$ cat src/rtl/dca_lsu_rdata_tracker.sv
// Response-side tracker for matrix loads: pops one txn info per AXI read burst, counts R beats
// against it, forwards data beats with lane offset / last tags, and flags completion and errors.
//
// state    | meaning
// ST_IDLE  | no txn latched; txn_ready follows enable, R beats are not accepted
// ST_BURST | txn latched; R beats counted against alen, forwarded or dropped (skip)
module dca_lsu_rdata_tracker #(
  parameter int BW_BITADDR  = 32,
  parameter int BW_AXI_DATA = 32,
  parameter int BW_ALEN     = 8,
  parameter int BW_TXN_INFO = BW_BITADDR + BW_ALEN + 2,
  localparam int BW_OFFSET  = (BW_AXI_DATA > 8) ? $clog2(BW_AXI_DATA / 8) : 1
) (
  input  logic                   clk,
  input  logic                   rstnn,
  input  logic                   clear,
  input  logic                   enable,
  output logic                   txn_ready,
  input  logic                   txn_valid,
  input  logic [BW_TXN_INFO-1:0] txn_info,
  input  logic                   rvalid,
  output logic                   rready,
  input  logic [BW_AXI_DATA-1:0] rdata,
  input  logic [1:0]             rresp,
  input  logic                   rlast,
  output logic                   ovalid,
  input  logic                   oready,
  output logic [BW_AXI_DATA-1:0] odata,
  output logic [BW_OFFSET-1:0]   ooffset,
  output logic                   olast,
  output logic                   done,
  output logic                   err_rlast,
  output logic                   err_resp
);

  typedef enum logic {ST_IDLE, ST_BURST} state_t;

  state_t               state;
  logic [BW_ALEN-1:0]   beat_cnt;
  logic                 cur_cmd_last;
  logic                 cur_skip;
  logic [BW_ALEN-1:0]   cur_alen;
  logic [BW_OFFSET-1:0] cur_offset;
  logic                 done_q;

  logic [BW_BITADDR-1:0] txn_bitaddr;
  logic [BW_ALEN-1:0]    txn_alen;
  logic                  txn_skip;
  logic                  txn_cmd_last;
  logic [BW_OFFSET-1:0]  txn_offset;
  logic                  unused_bitaddr;

  logic live;
  logic in_burst;
  logic cnt_at_alen;
  logic beat_acc;
  logic final_beat;
  logic txn_acc;

  assign txn_bitaddr  = txn_info[BW_BITADDR-1:0];
  assign txn_alen     = txn_info[BW_BITADDR +: BW_ALEN];
  assign txn_skip     = txn_info[BW_BITADDR + BW_ALEN];
  assign txn_cmd_last = txn_info[BW_BITADDR + BW_ALEN + 1];
  // An 8-bit bus has a single byte lane, so the offset degenerates to a constant zero.
  assign txn_offset   = (BW_AXI_DATA > 8) ? txn_bitaddr[3 +: BW_OFFSET] : '0;
  assign unused_bitaddr = ^txn_bitaddr;

  // Handshake outputs are suppressed in reset, during clear and while stalled.
  assign live        = enable & ~clear & rstnn;
  assign in_burst    = (state == ST_BURST);
  assign cnt_at_alen = (beat_cnt == cur_alen);

  assign rready     = live & in_burst & (cur_skip | oready);
  assign ovalid     = live & in_burst & ~cur_skip & rvalid;
  assign beat_acc   = rvalid & rready;
  assign final_beat = beat_acc & cnt_at_alen;
  // In a burst the next txn is only taken together with the final beat, so bursts chain with no bubble.
  assign txn_ready  = live & (~in_burst | (final_beat & txn_valid));
  assign txn_acc    = txn_ready & txn_valid;

  assign odata   = rdata;
  assign olast   = ovalid & cnt_at_alen;
  assign ooffset = (ovalid && beat_cnt == '0) ? cur_offset : '0;
  assign done    = done_q & enable;

  always_ff @(posedge clk or negedge rstnn) begin
    if (!rstnn) begin
      state        <= ST_IDLE;
      beat_cnt     <= '0;
      cur_cmd_last <= 1'b0;
      cur_skip     <= 1'b0;
      cur_alen     <= '0;
      cur_offset   <= '0;
      done_q       <= 1'b0;
      err_rlast    <= 1'b0;
      err_resp     <= 1'b0;
    end else if (clear) begin
      state        <= ST_IDLE;
      beat_cnt     <= '0;
      cur_cmd_last <= 1'b0;
      cur_skip     <= 1'b0;
      cur_alen     <= '0;
      cur_offset   <= '0;
      done_q       <= 1'b0;
      err_rlast    <= 1'b0;
      err_resp     <= 1'b0;
    end else if (enable) begin
      done_q <= final_beat & cur_cmd_last;
      if (beat_acc) begin
        if (rresp != 2'b00) begin
          err_resp <= 1'b1;
        end
        // The count decides where the burst ends; rlast is only cross-checked.
        if (rlast != cnt_at_alen) begin
          err_rlast <= 1'b1;
        end
        if (!cnt_at_alen) begin
          beat_cnt <= beat_cnt + BW_ALEN'(1);
        end
      end
      if (txn_acc) begin
        state        <= ST_BURST;
        beat_cnt     <= '0;
        cur_cmd_last <= txn_cmd_last;
        cur_skip     <= txn_skip;
        cur_alen     <= txn_alen;
        cur_offset   <= txn_offset;
      end else if (final_beat) begin
        state <= ST_IDLE;
      end
    end else begin
      done_q <= 1'b0;
    end
  end

endmodule
$ cat config.mk
export PLATFORM = sky130hd
export DESIGN_NAME = dca_lsu_rdata_tracker
export DESIGN_NICKNAME = d
export VERILOG_FILES = /design/src/rtl/dca_lsu_rdata_tracker.sv
export SDC_FILE = /design/constraint.sdc
export NUM_CORES = 1
export LEC_CHECK = 0
export ABC_AREA = 1
export BUFFER_PORTS_ARGS = -buffer_cell sky130_fd_sc_hd__buf_4
export CAP_MARGIN = 40
export CORE_ASPECT_RATIO = 0.6
export CORE_MARGIN = 2
export CORE_UTILIZATION = 44
export CTS_CLUSTER_SIZE = 30
export DETAILED_ROUTE_END_ITERATION = 7
export HOLD_SLACK_MARGIN = 0.05
export MAX_ROUTING_LAYER = met4
export PLACE_DENSITY = 0.88
export SKIP_CTS_REPAIR_TIMING = 1
export SYNTH_ARGS = -nofsm -noshare
export SYNTH_HDL_FRONTEND = slang
export SYNTH_SLANG_ARGS = --single-unit
$ cat constraint.sdc
create_clock -name clk -period 2.59 [get_ports clk]
set_input_delay 0.1295 -clock clk [delete_from_list [all_inputs] [get_ports clk]]
set_output_delay 0.1295 -clock clk [all_outputs]
set_load 0.02 [all_outputs]
---- Word-level counts from Yosys, hierarchy flattened ----
Index checks and enable logic that the tools add are counted.
operators by class
  $add $sub $neg .......................... 1
  divide/modulo/power cells ............... 0
  bitwise logic cells ..................... 19
  eq/ne operators ......................... 3
  shift-type cells ........................ 0
  reduce and logical (&&, ||, !) cells .... 15
  $lt $le $gt $ge ......................... 0
  multiply operators ...................... 0
  multiplexer cells ....................... 32
operators by type and width
  kind                                           number
  two-way mux 8 bit                              8
  two-way mux 1 bit                              20
  AND 1 bit                                      14
  nonzero test 2 bit                             6
  AND reduction 3 bit                            3
  adder 8 x 1 -> 8 bit, second input constant    1
  == test 8 bit                                  1
  logical NOT 8 bit                              1
  two-way mux 2 bit                              4
  nonzero test 3 bit                             2
  AND reduction 2 bit                            2
  != test 3 x 2 -> 1 bit, second input constant  1
  NOT 1 bit                                      3
  bitwise OR 1 bit                               2
  logical AND 1 bit                              1
  != test 1 bit                                  1
storage, ports and cells
  bits in latches ......................... 0
  memories kept ........................... 0
  output and inout bits ................... 41
  memory bits (read-only) ................. 0
  register bits ........................... 24
  input bits .............................. 84
  memory bits (writable) .................. 0

---- Logic depth before layout (Yosys ltp) ----
Gate-level depths: netlist of the first run.
  depth after elaboration ................. 14
  gate-level depth with buffers ........... 14

---- Worst setup path after synthesis of the first run ----
Ideal clock, no wire load.
  path kind ............................... reg2out
  from .................................... reg beat_cnt[4]
  to ...................................... out olast
  arrival ................................. 1,604 ps
  setup slack ............................. 856 ps
  path buffers ............................ 1
  stages on the path, launching flop included .. 9
  path through ............................ dfrtp_1 > buf_2 > nand2_1 > nand2_1 > nor2_1 > nand2_1 > nor2_4 > inv_1 > nor4_1
between the ends
  cells in the longest elaborated chain, start to end .. 2
ends and longest elaborated chain
  what                    RTL line  source
  from (decl)             39        logic [BW_ALEN-1:0] beat_cnt;
  from (signal assigned)  118       beat_cnt <= beat_cnt + BW_ALEN'(1);
  == test 8 bit           71        assign cnt_at_alen = (beat_cnt == cur_alen);
  AND 1 bit               82        assign olast = ovalid & cnt_at_alen;
  to (decl)               30        output logic olast,
No other way between the ends.

---- Worst setup path after layout of the first run ----
  from .................................... in rstnn
  to ...................................... out txn_ready
between the ends
  cells in the longest elaborated chain, start to end .. 8
ends and longest elaborated chain
  what                     RTL line  source
  from (decl)              15        input logic rstnn,
  AND 1 bit *              69        assign live = enable & ~clear & rstnn;
  AND 1 bit (2 in series)  73        assign rready = live & in_burst & (cur_skip | oready);
  AND 1 bit                75        assign beat_acc = rvalid & rready;
  AND 1 bit                76        assign final_beat = beat_acc & cnt_at_alen;
  AND 1 bit                78        assign txn_ready = live & (~in_burst | (final_beat & txn_valid));
  bitwise OR 1 bit         78
  AND 1 bit *              78
  to (decl)                18        output logic txn_ready,
Every way passes the cells marked *; elsewhere a longest branch is shown, timed or not.

==> results of run 1 <==
cells by family after synthesis:
logic type      after synthesis  share of synthesized area
compound gates                6                     0.0228
xor+xnor                      5                     0.0258
buf+inv                      71                      0.237
fa+ha+maj                     2                     0.0147
flops                        24                      0.354
simple gates                123                      0.346
worst max-delay path, cell delays in order:
cell and delay [ps]:
dlygate4sd3_1 530, buf_4 110, inv_1 40, nor2_2 130
nand2_1 140, nor3_4 230, nand3_2 110, a21boi_2 530
buf_4 260
metal layers:
layer	wire length, um	global-route usage	vias up
met2	1510	0.257	54
met3	301	0.0540	4
met4	19	0.0242	0
li1	-	-	710
met1	1640	0.245	660
met5	0	-	-
power by group:
group	internal, mW	switching [mW]
Clock	0.207	0.124
Combinational	0.0406	0.0550
Sequential	0.382	0.00601
Total	0.629	0.185
synthesized netlist by cell type:
cell type / count / share of area
nor2_2: 2 / 0.0074
nand3_1: 29 / 0.085
o211ai_1: 1 / 0.0044
buf_4: 34 / 0.15
buf_2: 1 / 0.0029
nand3_2: 1 / 0.0059
nor4b_1: 1 / 0.0052
ha_1: 2 / 0.015
inv_2: 10 / 0.022
nor2_4: 1 / 0.0066
nor2_1: 9 / 0.020
nor3_4: 1 / 0.0096
a21oi_1: 1 / 0.0029
o21ai_1: 1 / 0.0029
nand4_1: 18 / 0.066
nor3_1: 4 / 0.012
buf_1: 2 / 0.0044
buf_6: 1 / 0.0066
a21boi_2: 1 / 0.0066
xor2_1: 5 / 0.026
nor4_1: 1 / 0.0037
nand2_1: 56 / 0.12
dfrtp_1: 24 / 0.35
inv_1: 20 / 0.044
clkbuf_1: 3 / 0.0066
o21ai_0: 2 / 0.0059
worst max path at each step:
stage / depth (start not counted) / slack [ps] / startpoint / end
after detailed placement: 9 / 580 / beat_cnt[4] / txn_ready
after global routing: 9 / 100 / beat_cnt[4] / txn_ready
after CTS: 9 / 280 / beat_cnt[4] / txn_ready
final: 9 / 260 / rstnn / txn_ready
after global placement: 9 / 650 / beat_cnt[4] / txn_ready
after floorplan: 8 / 860 / beat_cnt[4] / olast
stage by stage:
step / instances / hold slack [ps] / util / area [um2]
2_1_floorplan: 231 / -166 / - / 1700
3_3_place_gp: 270 / 138 / 0.466 / 1710
3_5_place_dp: 270 / 143 / 0.466 / 1710
4_1_cts: 274 / -155 / 0.485 / 1790
5_1_grt: 276 / 68.0 / 0.491 / 1810
6_report: 276 / 63.7 / 0.491 / 1810
final cells by class:
type,count,area share
multi-input combinational,136,0.385
sequential,24,0.333
timing repair buffer,35,0.148
inverter,30,0.0624
tap,47,0.0326
clock buffer,3,0.0229
clock inverter,1,0.0166
==> impl_metrics.csv, run 1 <==
group,metric,value,unit
sta,skew,6.50,ps
placement,place_congestion,0.809,
sta,slew_violations,0,
sta,final_hold_viol_count,0,
floorplanning,initial_core_util,0.461,
power,totalPowerFinal,814,uW
logic_synthesis,yosys_warnings,0,
cells_and_area,drive_gt1_frac,0.231,
logic_synthesis,synth.ff_latch_count,24,
clocking,cts_buffers,3,
worst_setup_path,crit_type,"in -> out",
cells_and_area,mostFrequentLayoutCells,"nand2_1 (56), buf_4 (33), nand3_1 (29)",
sta,tns,0,ps
clocking,clockBufferDepth,2,
worst_setup_path,start_kind,"input pin",
clocking,htree_levels,1,
sta,setup_viol,0,
power,vdd_drop_max,0.271,mV
cells_and_area,antenna_cells,0,
worst_setup_path,arrival,2200,ps
logic_synthesis,syn_area,1700,um2
cells_and_area,area_growth,6.34,%
routing,firstDrtPassIters,4,
worst_hold_path,min_from,"clear",
placement,portBuffers,30,
floorplanning,io_pins,125,
routing,drt-initial-drc-count,73,
global_route,antenna_found_initial,0,
worst_setup_path,cp.required,2460,ps
sta,slew-limit-headroom,0.582,
sta,min_period,2330,ps
routing,vias,1428,
logic_synthesis,netlist-cell-type-count,26,
logic_synthesis,syn_inst,231,
global_route,grt_use_total,0.175,
power,power.density,451,nW/um2
logic_synthesis,avgSynthCellArea,7.35,um2
clocking,clk_pin_slew_worst_paths,80,ps
routing,routed_wl,3.47,mm
sta,fmax,429,MHz
floorplanning,die_area,4390,um2
sta,period_share,0.901,
power,power.leakage,0.978,nW
clocking,cts_tree,"done",
flow_run,max_cap_viol_count,0,
worst_setup_path,worst_r2r_startpoint,"beat_cnt[4]",
worst_setup_path,rr_worst_depth,10,
cells_and_area,final_nets,316,
logic_synthesis,synth_seq_area_share,0.354,
cells_and_area,ff_latch_area,601,um2
placement,dp_hpwl,2.55,mm
floorplanning,rows,17,
run_status,outcome,"finished clean",
logic_synthesis,syn-num-nets,317,
sta,tightestPinTransition,623,ps
routing,drtAntennaViolNets,0,
global_route,grt_pass1_wl,5.92,mm
clocking,root_buffer,"clkbuf_8",
cells_and_area,mostFrequentLayoutCell,"nand2_1",
cells_and_area,fillers,360,
routing,routedWlPerCell,12.6,um
floorplanning,die_y,52.1,um
worst_hold_path,min_path_cells,2,
global_route,grt_remaining_overflow,0,
routing,viasPerCell,5.17,
worst_setup_path,r2r_slack,610,ps
floorplanning,fp.dieW,84.2,um
worst_hold_path,min_path_type,"in -> reg",
worst_setup_path,crit_fanout,13,
worst_setup_path,end_kind,"output port",
floorplanning,core,3680,um2
placement,pre_cts_slack,580,ps
cells_and_area,multiInputGateArea,694,um2
sta,fin_ws,257,ps
cells_and_area,top_regs,"beat_cnt (8), cur_alen (8), cur_offset (2)",
routing,drc_errors,0,
clocking,cts.sinks,24,
global_route,grt_max_degree,32,
global_route,grt_pass1_vias,1249,
clocking,clock_latency,270,ps
worst_setup_path,timing.rr.end,"cur_cmd_last",
worst_hold_path,min_to,"in_burst",
sta,rsz0062_at_grt,"false",
Note: power is estimated with default switching activity, not from simulation.
==> run 2: changes to the inputs <==
--- a/config.mk
+++ b/config.mk
@@ -9,13 +9,12 @@
 export BUFFER_PORTS_ARGS = -buffer_cell sky130_fd_sc_hd__buf_4
 export CAP_MARGIN = 40
 export CORE_ASPECT_RATIO = 0.6
-export CORE_MARGIN = 2
-export CORE_UTILIZATION = 44
+export CORE_UTILIZATION = 25
 export CTS_CLUSTER_SIZE = 30
 export DETAILED_ROUTE_END_ITERATION = 7
 export HOLD_SLACK_MARGIN = 0.05
 export MAX_ROUTING_LAYER = met4
-export PLACE_DENSITY = 0.88
+export PLACE_DENSITY = 0.56
 export SKIP_CTS_REPAIR_TIMING = 1
 export SYNTH_ARGS = -nofsm -noshare
 export SYNTH_HDL_FRONTEND = slang
==> constraint.sdc (replaced) <==
create_clock -name clk -period 2.5 [get_ports clk]
set_input_delay 0.125 -clock clk [delete_from_list [all_inputs] [get_ports clk]]
set_output_delay 0.125 -clock clk [all_outputs]
set_load 0.02 [all_outputs]
==> run 2 against run 1 <==
  * Register-to-register slack worse by 70 ps
  * Global-route usage shrank 6.0 points
  * Critical path depth stayed put
  * Critical path type is now reg -> out
  * Non-clock buffer count is the same
  * Final cell count grew 13%
  * Die area up 63%
  * Sequential share of layout area fell by 1.1 points
  * Wire length increased by 12%
  * Clock power is 17% higher
  * Core utilization is 20 points lower
==> impl_metrics.csv, run 2 (synthesis gave the netlist of run 1 again) <==
group,metric,value,unit
sta,rsz0062_at_grt,"false",
floorplanning,die_area,7140,um2
routing,drtAntennaViolNets,0,
sta,min_period,2300,ps
worst_hold_path,min_path_type,"in -> reg",
global_route,grt_use_total,0.115,
routing,routed_wl,3.88,mm
floorplanning,rows,22,
routing,vias,1404,
clocking,clock_latency,260,ps
sta,tns,0,ps
clocking,root_buffer,"clkbuf_16",
routing,drc_errors,0,
clocking,clockBufferDepth,2,
worst_setup_path,cp.required,2380,ps
worst_hold_path,min_path_cells,2,
routing,top_layer_used,"met4",
placement,portBuffers,30,
worst_setup_path,crit_type,"reg -> out",
flow_run,max_cap_viol_count,0,
sta,slew-limit-headroom,0.568,
worst_setup_path,rr_worst_depth,10,
cells_and_area,final_nets,316,
floorplanning,fp.dieW,108,um
power,power.leakage,0.986,nW
routing,drt-initial-drc-count,105,
placement,dp_cells,307,
sta,skew,4.14,ps
routing,dr_wl_met3,292,um
clocking,cts.sinks,24,
sta,period_share,0.920,
sta,setup_viol,0,
placement,pre_cts_slack,460,ps
worst_setup_path,start_kind,"flip-flop",
routing,firstDrtPassIters,4,
worst_setup_path,crit_fanout,13,
cells_and_area,antenna_cells,0,
placement,place_congestion,0.786,
sta,fin_ws,201,ps
sta,tightestPinTransition,645,ps
routing,routedWlPerCell,12.4,um
global_route,grt_pass1_vias,1216,
clocking,htree_levels,1,
power,power.density,477,nW/um2
power,totalPowerFinal,892,uW
global_route,antenna_found_initial,0,
cells_and_area,mostFrequentLayoutCell,"nand2_1",
cells_and_area,stdcell_area,1870,um2
worst_setup_path,arrival,2170,ps
worst_setup_path,end_kind,"output port",
floorplanning,core,6330,um2
cells_and_area,mostFrequentLayoutCells,"nand2_1 (56), buf_4 (33), nand3_1 (29)",
global_route,grt_max_degree,32,
global_route,grt_remaining_overflow,0,
sta,fmax,435,MHz
clocking,cts_tree,"done",
floorplanning,io_pins,125,
sta,final_hold_viol_count,0,
sta,slew_violations,0,
clocking,cts_buffers,3,
floorplanning,die_y,65.8,um
cells_and_area,final_cell_count_no_fill,313,
power,vdd_drop_max,0.259,mV
placement,placed_area,1760,um2
cells_and_area,area_growth,10.1,%
placement,dp_hpwl,2.76,mm
floorplanning,initial_core_util,0.268,
cells_and_area,top_regs,"beat_cnt (8), cur_alen (8), cur_offset (2)",
routing,wl_met2,1.45,mm
cells_and_area,drive_gt1_frac,0.231,
cells_and_area,fillers,699,
routing,met1Wirelength,2.13,mm
global_route,grt_pass1_wl,6.14,mm
routing,viasPerCell,4.49,
clocking,clk_pin_slew_worst_paths,70,ps
run_status,outcome,"finished clean",
## run 2: layout make-up
type                       count  area (um2)  area share
clock buffer                   4        88.8      0.0475
multi-input combinational    136         694       0.371
inverter                      30         113      0.0602
tap                           84         105      0.0562
sequential                    24         601       0.321
timing repair buffer          35         268       0.143
## run 2: power by group
part | switching (mW) | internal [mW] | total, mW
registers | 0.00621 | 0.396 | 0.402
clock network | 0.144 | 0.245 | 0.388
logic | 0.0590 | 0.0421 | 0.101
## run 2: critical path, stage by stage, from the launching register on
cell and delay [ps]:
dfrtp_1 500, inv_2 70, nand2_1 60, nand2_1 40, nor2_1 90, nand2_1 90
nor2_4 160, nand3_2 90, a21boi_2 540, buf_4 260
## run 2: metrics by stage
stage,utilization,hold slack [ps]
6_report,0.295,81.0
2_1_floorplan,-,-171
4_1_cts,0.292,-123
5_1_grt,0.295,83.3
3_3_place_gp,0.278,151
3_5_place_dp,0.278,158
## run 2: worst paths after layout
| kind | startpoint | end | slack, ps |
|---|---|---|---|
| worst max-delay path | beat_cnt[4] | txn_ready | 200 |
| worst min-delay path | clear | in_burst | 80 |
| worst max register to register | beat_cnt[4] | cur_alen[5] | 540 |
| worst min register to register | err_resp | err_resp | 500 |
| max in group asynchronous | rstnn | beat_cnt[1] | 1820 |
| min in group asynchronous | rstnn | cur_alen[4] | 420 |
## run 2: routing by layer
metal / track usage / up-vias
li1: - / 711
met1: 0.175 / 648
met2: 0.146 / 43
met3: 0.0325 / 2
met4: 0.0253 / 0
met5: - / -
